[config.mk]
export PLATFORM = sky130hd
export DESIGN_NAME = fir_filter_mc
export DESIGN_NICKNAME = d
export VERILOG_FILES = /design/src/rtl/fir_pkg.sv /design/src/rtl/fir_mac.sv /design/src/rtl/fir_filter_mc.sv
export SDC_FILE = /design/constraint.sdc
export NUM_CORES = 1
export LEC_CHECK = 0
export ABC_AREA = 1
export CORE_UTILIZATION = 30
export DETAILED_ROUTE_END_ITERATION = 16
export PLACE_DENSITY = 0.46
export SYNTH_ARGS = -nofsm -noshare
export SYNTH_HDL_FRONTEND = slang
export SYNTH_SLANG_ARGS = --single-unit
[constraint.sdc]
create_clock -name clk -period 12.51 [get_ports clk]
set_input_delay 2.502 -clock clk [delete_from_list [all_inputs] [get_ports clk]]
set_output_delay 2.502 -clock clk [all_outputs]
set_load 0.1 [all_outputs]
[src/rtl/fir_pkg.sv]
// Shared types and width helpers for the multi-channel time-multiplexed FIR.
package fir_pkg;

  typedef enum logic [1:0] {
    IDLE = 2'd0,
    MAC  = 2'd1,
    OUT  = 2'd2
  } fir_state_t;

  function automatic int clog2(input int v);
    int r;
    int x;
    r = 0;
    x = v - 1;
    while (x > 0) begin
      r++;
      x = x >> 1;
    end
    return r;
  endfunction

  function automatic int acc_width(input int dw, input int cw, input int taps);
    return dw + cw + clog2(taps);
  endfunction

  function automatic int ch_width(input int channels);
    return (channels <= 1) ? 1 : clog2(channels);
  endfunction

endpackage

[src/rtl/fir_mac.sv]
// Signed multiply-accumulate with synchronous clear and enable; acc_nxt is the
// running sum including the current product, so the caller can capture it on the last tap.
module fir_mac
  import fir_pkg::*;
#(
  parameter int DATA_W = 16,
  parameter int COEF_W = 16,
  parameter int ACC_W  = acc_width(DATA_W, COEF_W, 4)
) (
  input  logic                     clk,
  input  logic                     clr,
  input  logic                     en,
  input  logic signed [DATA_W-1:0] x,
  input  logic signed [COEF_W-1:0] h,
  output logic signed [ACC_W-1:0]  acc_nxt
);

  localparam int PROD_W = DATA_W + COEF_W;

  logic signed [PROD_W-1:0] prod;
  logic signed [ACC_W-1:0]  acc;

  assign prod    = PROD_W'(x) * PROD_W'(h);
  assign acc_nxt = acc + ACC_W'(prod);

  always_ff @(posedge clk) begin
    if (clr) begin
      acc <= '0;
    end else if (en) begin
      acc <= acc_nxt;
    end
  end

endmodule

[src/rtl/fir_filter_mc.sv]
// Multi-channel FIR with one serial MAC, per-channel delay lines and ready/valid on both sides.
// Define FIR_SAT_EN to clamp results to the signed OUT_W range; otherwise results wrap.
module fir_filter_mc
  import fir_pkg::*;
#(
  parameter  int TAPS     = 4,
  parameter  int DATA_W   = 16,
  parameter  int COEF_W   = 16,
  parameter  int OUT_W    = 32,
  parameter  int CHANNELS = 1,
  localparam int CH_W     = ch_width(CHANNELS)
) (
  input  logic                     clk,
  input  logic                     rst,
  input  logic                     load,
  input  logic [TAPS*COEF_W-1:0]   coeff_in,
  input  logic                     valid_in,
  output logic                     in_ready,
  input  logic [CH_W-1:0]          chan_in,
  input  logic signed [DATA_W-1:0] signal_in,
  output logic                     valid_out,
  input  logic                     ready_out,
  output logic [CH_W-1:0]          chan_out,
  output logic signed [OUT_W-1:0]  signal_out
);

  localparam int            ACC_W  = acc_width(DATA_W, COEF_W, TAPS);
  localparam int            TAP_W  = clog2(TAPS);
  localparam int            EXT_W  = (ACC_W > OUT_W) ? ACC_W : OUT_W + 1;
  localparam logic [CH_W:0] CH_LIM = (CH_W + 1)'(CHANNELS);

  function automatic logic signed [OUT_W-1:0] fit_out(input logic signed [ACC_W-1:0] a);
    logic signed [EXT_W-1:0] e;
    e = EXT_W'(a);
`ifdef FIR_SAT_EN
    if (!(&e[EXT_W-1:OUT_W-1]) && (|e[EXT_W-1:OUT_W-1])) begin
      return e[EXT_W-1] ? {1'b1, {(OUT_W-1){1'b0}}} : {1'b0, {(OUT_W-1){1'b1}}};
    end
`endif
    return e[OUT_W-1:0];
  endfunction

  fir_state_t state, state_nxt;

  logic signed [COEF_W-1:0] coef [TAPS];
  logic signed [DATA_W-1:0] dly  [CHANNELS][TAPS];
  logic [TAP_W-1:0]         tap_cnt;
  logic [CH_W-1:0]          chan_r;
  logic                     ready_r;
  logic                     accept, chan_ok, take, last_tap;
  logic                     mac_en, mac_clr, vld_p1;
  logic signed [DATA_W-1:0] x_p0;
  logic signed [COEF_W-1:0] h_p0;
  logic signed [ACC_W-1:0]  acc_nxt;
  logic signed [OUT_W-1:0]  sig_p1;

  // ready_r is only ever set while the FSM rests in IDLE
  assign in_ready = ready_r & ~load;
  assign accept   = valid_in & in_ready;
  assign chan_ok  = {1'b0, chan_in} < CH_LIM;
  assign take     = accept & chan_ok;
  assign last_tap = (tap_cnt == TAP_W'(TAPS - 1));

  always_ff @(posedge clk) begin
    if (rst) begin
      state <= IDLE;
    end else begin
      state <= state_nxt;
    end
  end

  always_comb begin
    state_nxt = state;
    case (state)
      IDLE:    if (take) state_nxt = MAC;
      MAC:     if (last_tap) state_nxt = OUT;
      OUT:     if (ready_out) state_nxt = IDLE;
      default: state_nxt = IDLE;
    endcase
  end

  always_comb begin
    mac_en  = 1'b0;
    mac_clr = rst;
    vld_p1  = 1'b0;
    case (state)
      IDLE:    mac_clr = rst | take;
      MAC:     mac_en  = 1'b1;
      OUT:     vld_p1  = 1'b1;
      default: ;
    endcase
  end

  always_ff @(posedge clk) begin
    if (rst) begin
      ready_r <= 1'b0;
      tap_cnt <= '0;
      chan_r  <= '0;
    end else begin
      ready_r <= (state_nxt == IDLE);
      if (take) begin
        tap_cnt <= '0;
        chan_r  <= chan_in;
      end else if (mac_en) begin
        tap_cnt <= tap_cnt + TAP_W'(1);
      end
    end
  end

  always_ff @(posedge clk) begin
    if (rst) begin
      for (int k = 0; k < TAPS; k++) coef[k] <= '0;
    end else if (load && state == IDLE) begin
      for (int k = 0; k < TAPS; k++) coef[k] <= coeff_in[k*COEF_W +: COEF_W];
    end
  end

  always_ff @(posedge clk) begin
    if (rst) begin
      for (int c = 0; c < CHANNELS; c++)
        for (int k = 0; k < TAPS; k++) dly[c][k] <= '0;
    end else if (take) begin
      for (int c = 0; c < CHANNELS; c++) begin
        if (chan_in == CH_W'(c)) begin
          dly[c][0] <= signal_in;
          for (int k = 1; k < TAPS; k++) dly[c][k] <= dly[c][k-1];
        end
      end
    end
  end

  // p0: tap select into the shared MAC
  assign x_p0 = dly[chan_r][tap_cnt];
  assign h_p0 = coef[tap_cnt];

  fir_mac #(
    .DATA_W(DATA_W),
    .COEF_W(COEF_W),
    .ACC_W (ACC_W)
  ) u_mac (
    .clk    (clk),
    .clr    (mac_clr),
    .en     (mac_en),
    .x      (x_p0),
    .h      (h_p0),
    .acc_nxt(acc_nxt)
  );

  // p1: final sum fitted to OUT_W and held for the consumer
  always_ff @(posedge clk) begin
    if (rst) begin
      sig_p1 <= '0;
    end else if (mac_en && last_tap) begin
      sig_p1 <= fit_out(acc_nxt);
    end
  end

  assign valid_out  = vld_p1;
  assign chan_out   = chan_r;
  assign signal_out = sig_p1;

endmodule

======== Yosys cells after proc, flatten, opt, wreduce, memory -nomap -nowiden ========
Memories as Yosys holds them, arrays and structs flattened. A register that Yosys moved wholly into a read port is not among the register bits.
Cells that the tools add are included.
word-level totals
  register bits after elaboration ......... 72
  RAM bits ................................ 128
  memories ................................ 2
operators by class
  reductions and logical operators ........ 9
  multiplexer cells ....................... 33
  bitwise gates (word level) .............. 10
  $mul .................................... 1
  magnitude comparators ................... 2
  eq/ne operators ......................... 3
  add/sub/neg operators ................... 2
memories
  name  words  width  read ports  clocked after memory_dff  write ports  line                 RTL
  coef  4      16     1           1                         4            fir_filter_mc.sv:45  logic signed [COEF_W-1:0] coef [TAPS];
  dly   1      64     2           0                         4            fir_filter_mc.sv:46  logic signed [DATA_W-1:0] dly [CHANNELS][TAPS];
operator list
  cell                                                                    number
  64-bit 2-to-1 mux                                                       4
  64-bit OR reduction                                                     4
  16-bit 2-to-1 mux                                                       6
  34-bit by 32-bit adder with 34-bit output                               1
  16-bit binary-select mux with 2-bit select                              1
  16-bit by 16-bit multiplier with 32-bit output                          1
  2-bit 2-to-1 mux                                                        9
  1-bit 2-to-1 mux                                                        12
  2-bit one-hot mux with 3 select lines                                   1
  1-bit OR                                                                5
  2-bit equality test (second input constant)                             2
  2-bit logical NOT                                                       2
  1-bit bitwise AND                                                       3
  3-bit greater-or-equal comparator (second input constant)               1
  2-bit inverter with 3-bit output                                        1
  2-bit by 1-bit adder with 2-bit output (second input constant)          1
  2-bit by 1-bit equality test with 1-bit output (second input constant)  1
  1-bit logical AND                                                       2
  2-bit OR reduction                                                      1
  1-bit < comparator (second input constant)                              1
  1-bit inverter                                                          1

======== Depth between registers and ports, before layout ========
  depth in word-level cells ............... 9
  depth in mapped cells ................... 34
  depth with buffers taken out ............ 33

======== Cells and area by module ========
From an unflattened synthesis, not the netlist that was laid out.
second synthesis, totals
  cells, all modules ...................... 2,680
  area, all modules ....................... 21,107.7 um^2
by module, submodules not included
  module         times used  area each (um^2)  cells an instance  sequential area each (um^2)
  fir_mac        1           13,629.3          1,822              680.7
  fir_filter_mc  1           7,478.4           858                4,644.5

======== Worst setup path after synthesis ========
OpenSTA, ideal clock, no wires.
  path kind ............................... input to register
  start point ............................. input port load
  end point ............................... memory dly[0][0] (netlist bit) (enable)
  arrival ................................. 7,080 ps
  path buffers ............................ 0
  slack ................................... 4,929 ps
  data required time ...................... 12,010 ps
  cell stages on the path ................. 3
  path through ............................ nor2_1 -> nand2_1 -> o21ai_1
RTL lines
  element      line                 RTL
  from (decl)  fir_filter_mc.sv:15  input logic load,
  to (decl)    fir_filter_mc.sv:46

==> run_results.csv <==
group,metric,value,unit
die,die-height,259.5,um
worst_setup_path,crit_path_end_kind,"flop",
die,initial_core_util,30.31,%
logic_synthesis,synth.yosys.seq_area_share,26.57,%
placement,portBuffers,120,
timing,maxSlewViolCount,0,
clocking,cts_inserted_buffers,17,
logic_synthesis,syn_inst,2282,
clocking,cts_hold_buf,0,
logic_synthesis,ys_ff_latch,200,
route,ant_nets,0,
route,firstDrtPassIters,5,
die,io_pins,121,
placement,dp_hpwl,45.03,mm
worst_setup_path,reg2regPathDepth,25,
route,drt-vias-per-instance,4.519,
logic_synthesis,synth_common_cells,"inv_1 (582), nand2_1 (399), nor2_1 (323)",
timing,tightest_slew,1333,ps
route,drt_iter0_markers,832,
cells_and_area,nets,2850,
global_route,grt_max_degree,69,
logic_synthesis,avgSynthCellArea,8.717,um^2
power,pwr_density_cell,212.6,nW/um^2
timing,fin_crit_sh,67.87,%
timing,grt_setup_unrepaired,"false",
placement,pre_cts_ws,4141,ps
worst_setup_path,cp_data_arrival_time,8890,ps
timing,setup_ws,4019,ps
clocking,post_cts_buffers,0,
logic_synthesis,synthesis.nets,2759,
placement,gp_congestion,0.8929,
global_route,antenna_found_initial,0,
logic_synthesis,synth_edf_count,128,
die,rows,94,
clocking,clkTransAtPathRegs,80,ps
die,fp.dieArea,67340,um^2
cells_and_area,diodes,0,
clocking,cts_tree,"yes",
logic_synthesis,synth_area_leader_cell,"fa_1",
logic_synthesis,synth_top_area_share,29.39,%
clocking,ctsResizeCount,0,
power,ir_drop,163.7,uV
logic_synthesis,ys.flop_type,"edfxtp_1",
logic_synthesis,netlist_area,19890,um^2
die,chipWidth,259.5,um
logic_synthesis,synth-async-reset-ratio,0,%
route,route.detailed.drc,0,
clocking,insertion_delay,510,ps
global_route,grt_pass1_wl,90.12,mm
logic_synthesis,synthTopCellsByArea,"fa_1 (29%), edfxtp_1 (19%), inv_1 (11%), nand2_1 (7.5%), dfxtp_1 (7.2%)",
timing,final_hold_viol_count,0,
route,routed_wl,55.37,mm
job,max_cap_violations,0,
timing,slew_headroom,11.17,%
worst_setup_path,path_class,"flop to flop",
clocking,clock_path_buffers,2,
worst_setup_path,rr_endpoint,"signal_out[28]",
timing,setup_violations,0,
global_route,grt_overflow,0,
route,vias,14690,
clocking,cts-root-buf,"clkbuf_16",
timing,setup-tns-final,0,ps
hold_path,hold_class,"flop to flop",
clocking,h-tree-depth,4,
die,core-area,65630,um^2
cells_and_area,drive_above_1_share,5.239,%
power,cellLeakagePower,11.09,nW
global_route,track_usage,17.76,%
hold_path,hold_end,"chan_out",
cells_and_area,nFillCells,6912,
logic_synthesis,synthDistinctLibCells,45,
run_status,status,"finished clean",
clocking,clock_sinks,200,
timing,skew,20.57,ps
route,wl_per_cell,17.04,um
hold_path,holdCritStartpoint,"chan_out",
worst_setup_path,crit_path_max_fanout,31,
cells_and_area,syn2layout_area_growth,13.49,%
timing,clock.fmax,117.8,MHz
global_route,grt_pass1_vias,15950,
hold_path,hold_depth,2,
worst_setup_path,cp_data_required_time,12910,ps
worst_setup_path,startpoint_type,"flop",
logic_synthesis,synth.most_common_cell,"inv_1",
worst_setup_path,r2r_setup_slack,4020,ps
logic_synthesis,yosys_warnings,0,
timing,min_period,8491,ps
-- area by class of cell --
cell class                      instances  area [um^2]  area share (%)
Inverter                              603         2266           10.04
Clock buffer                           17        425.4           1.884
Timing Repair Buffer                  137         1329           5.886
Clock inverter                         15        166.4          0.7371
Multi-Input combinational cell       1414        12020           53.26
Sequential cell                       200         5285           23.41
Tap cell                              864         1081           4.788
-- worst max path at each step --
stage                      to  depth (start not counted)
2_1_floorplan       dly[0][0]                          3
3_3_place_gp   signal_out[28]                         25
3_5_place_dp   signal_out[28]                         25
4_1_cts        signal_out[28]                         25
5_1_grt        signal_out[28]                         25
6_report       signal_out[28]                         25
-- per-stage QoR --
step                area, um^2  utilization (%)  cells  total power [mW]  hold slack, ps
floorplan                19890                -   2282             3.243           432.3
global placement         21980            33.50   3218             4.300           414.8
detailed placement       21980            33.50   3218             4.283           419.6
CTS                      22580            34.40   3250             4.907           432.6
global route             22580            34.40   3250             5.416           449.5
finish                   22580            34.40   3250             4.800           429.3
-- critical path, stage by stage (launching register included) --
cell and delay, ps:
dfxtp_1 320, inv_1 880, a21oi_1 100, a32oi_1 1040, inv_1 470, nor2_1 450, fa_1 590, fa_1 530
inv_1 50, fa_1 470, inv_1 50, fa_1 480, fa_1 500, inv_1 50, fa_1 480, inv_1 40
ha_1 410, nand2_1 160, nor4_1 530, nand4_1 310, nand2_1 140, nand2_1 60, nand2_1 110, nand2_1 60
nand2_1 70, inv_1 30
-- routing by layer --
| layer | track usage [%] | wire (um) | part of all wire, % | vias to the layer above |
|---|---|---|---|---|
| met5 | 0 | 0 | 0 | - |
| met1 | 22.35 | 24020 | 43 | 7359 |
| met3 | 2.626 | 1918 | 3.5 | 45 |
| li1 | - | - | - | 6996 |
| met2 | 31.12 | 28150 | 51 | 287 |
| met4 | 5.621 | 1282 | 2.3 | 0 |
-- cell usage in the layout, fill, tap and decap left out, types with 8 or more instances in the layout --
master | netlist | final
o21ai_1 | 10 | 9
fa_1 | 292 | 292
clkbuf_16 | 0 | 17
a21oi_1 | 67 | 67
inv_2 | 18 | 18
nand3_1 | 42 | 41
inv_1 | 582 | 582
xor2_1 | 9 | 9
nand2_2 | 9 | 11
a32oi_4 | 11 | 11
a22o_1 | 9 | 9
a32oi_1 | 11 | 11
nor2_1 | 323 | 323
clkdlybuf4s50_1 | 0 | 120
xnor2_1 | 10 | 10
o21ai_0 | 33 | 33
o21a_1 | 12 | 12
a32oi_2 | 8 | 8
dfxtp_1 | 72 | 72
nand2_1 | 399 | 397
edfxtp_1 | 128 | 128
ha_1 | 99 | 99
o21bai_1 | 11 | 11
nand4_1 | 10 | 10
buf_4 | 5 | 17
-- flip-flops by register name (all words and copies together), names as in the netlist, named ones only --
| name | cells |
|---|---|
| coef | 64 |
| ready_r | 1 |
| chan_out | 1 |
| dly | 64 |
| tap_cnt | 2 |
| u_mac.acc | 32 |
| signal_out | 32 |
| state | 2 |
-- kinds of logic after synthesis --
family,count (synthesis),share of synthesized area [%]
AOI/OAI and AO/OA,195,7.636
xor gates and xnor gates,19,0.8365
and+or+nand+nor,809,16.25
buffers and inverters,668,13.10
adders and majority gates,391,35.61
DFF,200,26.57
-- power by group --
| group | switching [mW] | leakage [nW] | total (mW) | internal (mW) |
|---|---|---|---|---|
| clock network | 0.315 | 0.288 | 0.585 | 0.270 |
| logic | 2.28 | 8.85 | 3.45 | 1.17 |
| registers | 0.0232 | 1.95 | 0.769 | 0.746 |
No activity file was read; power rests on OpenSTA's default activity.
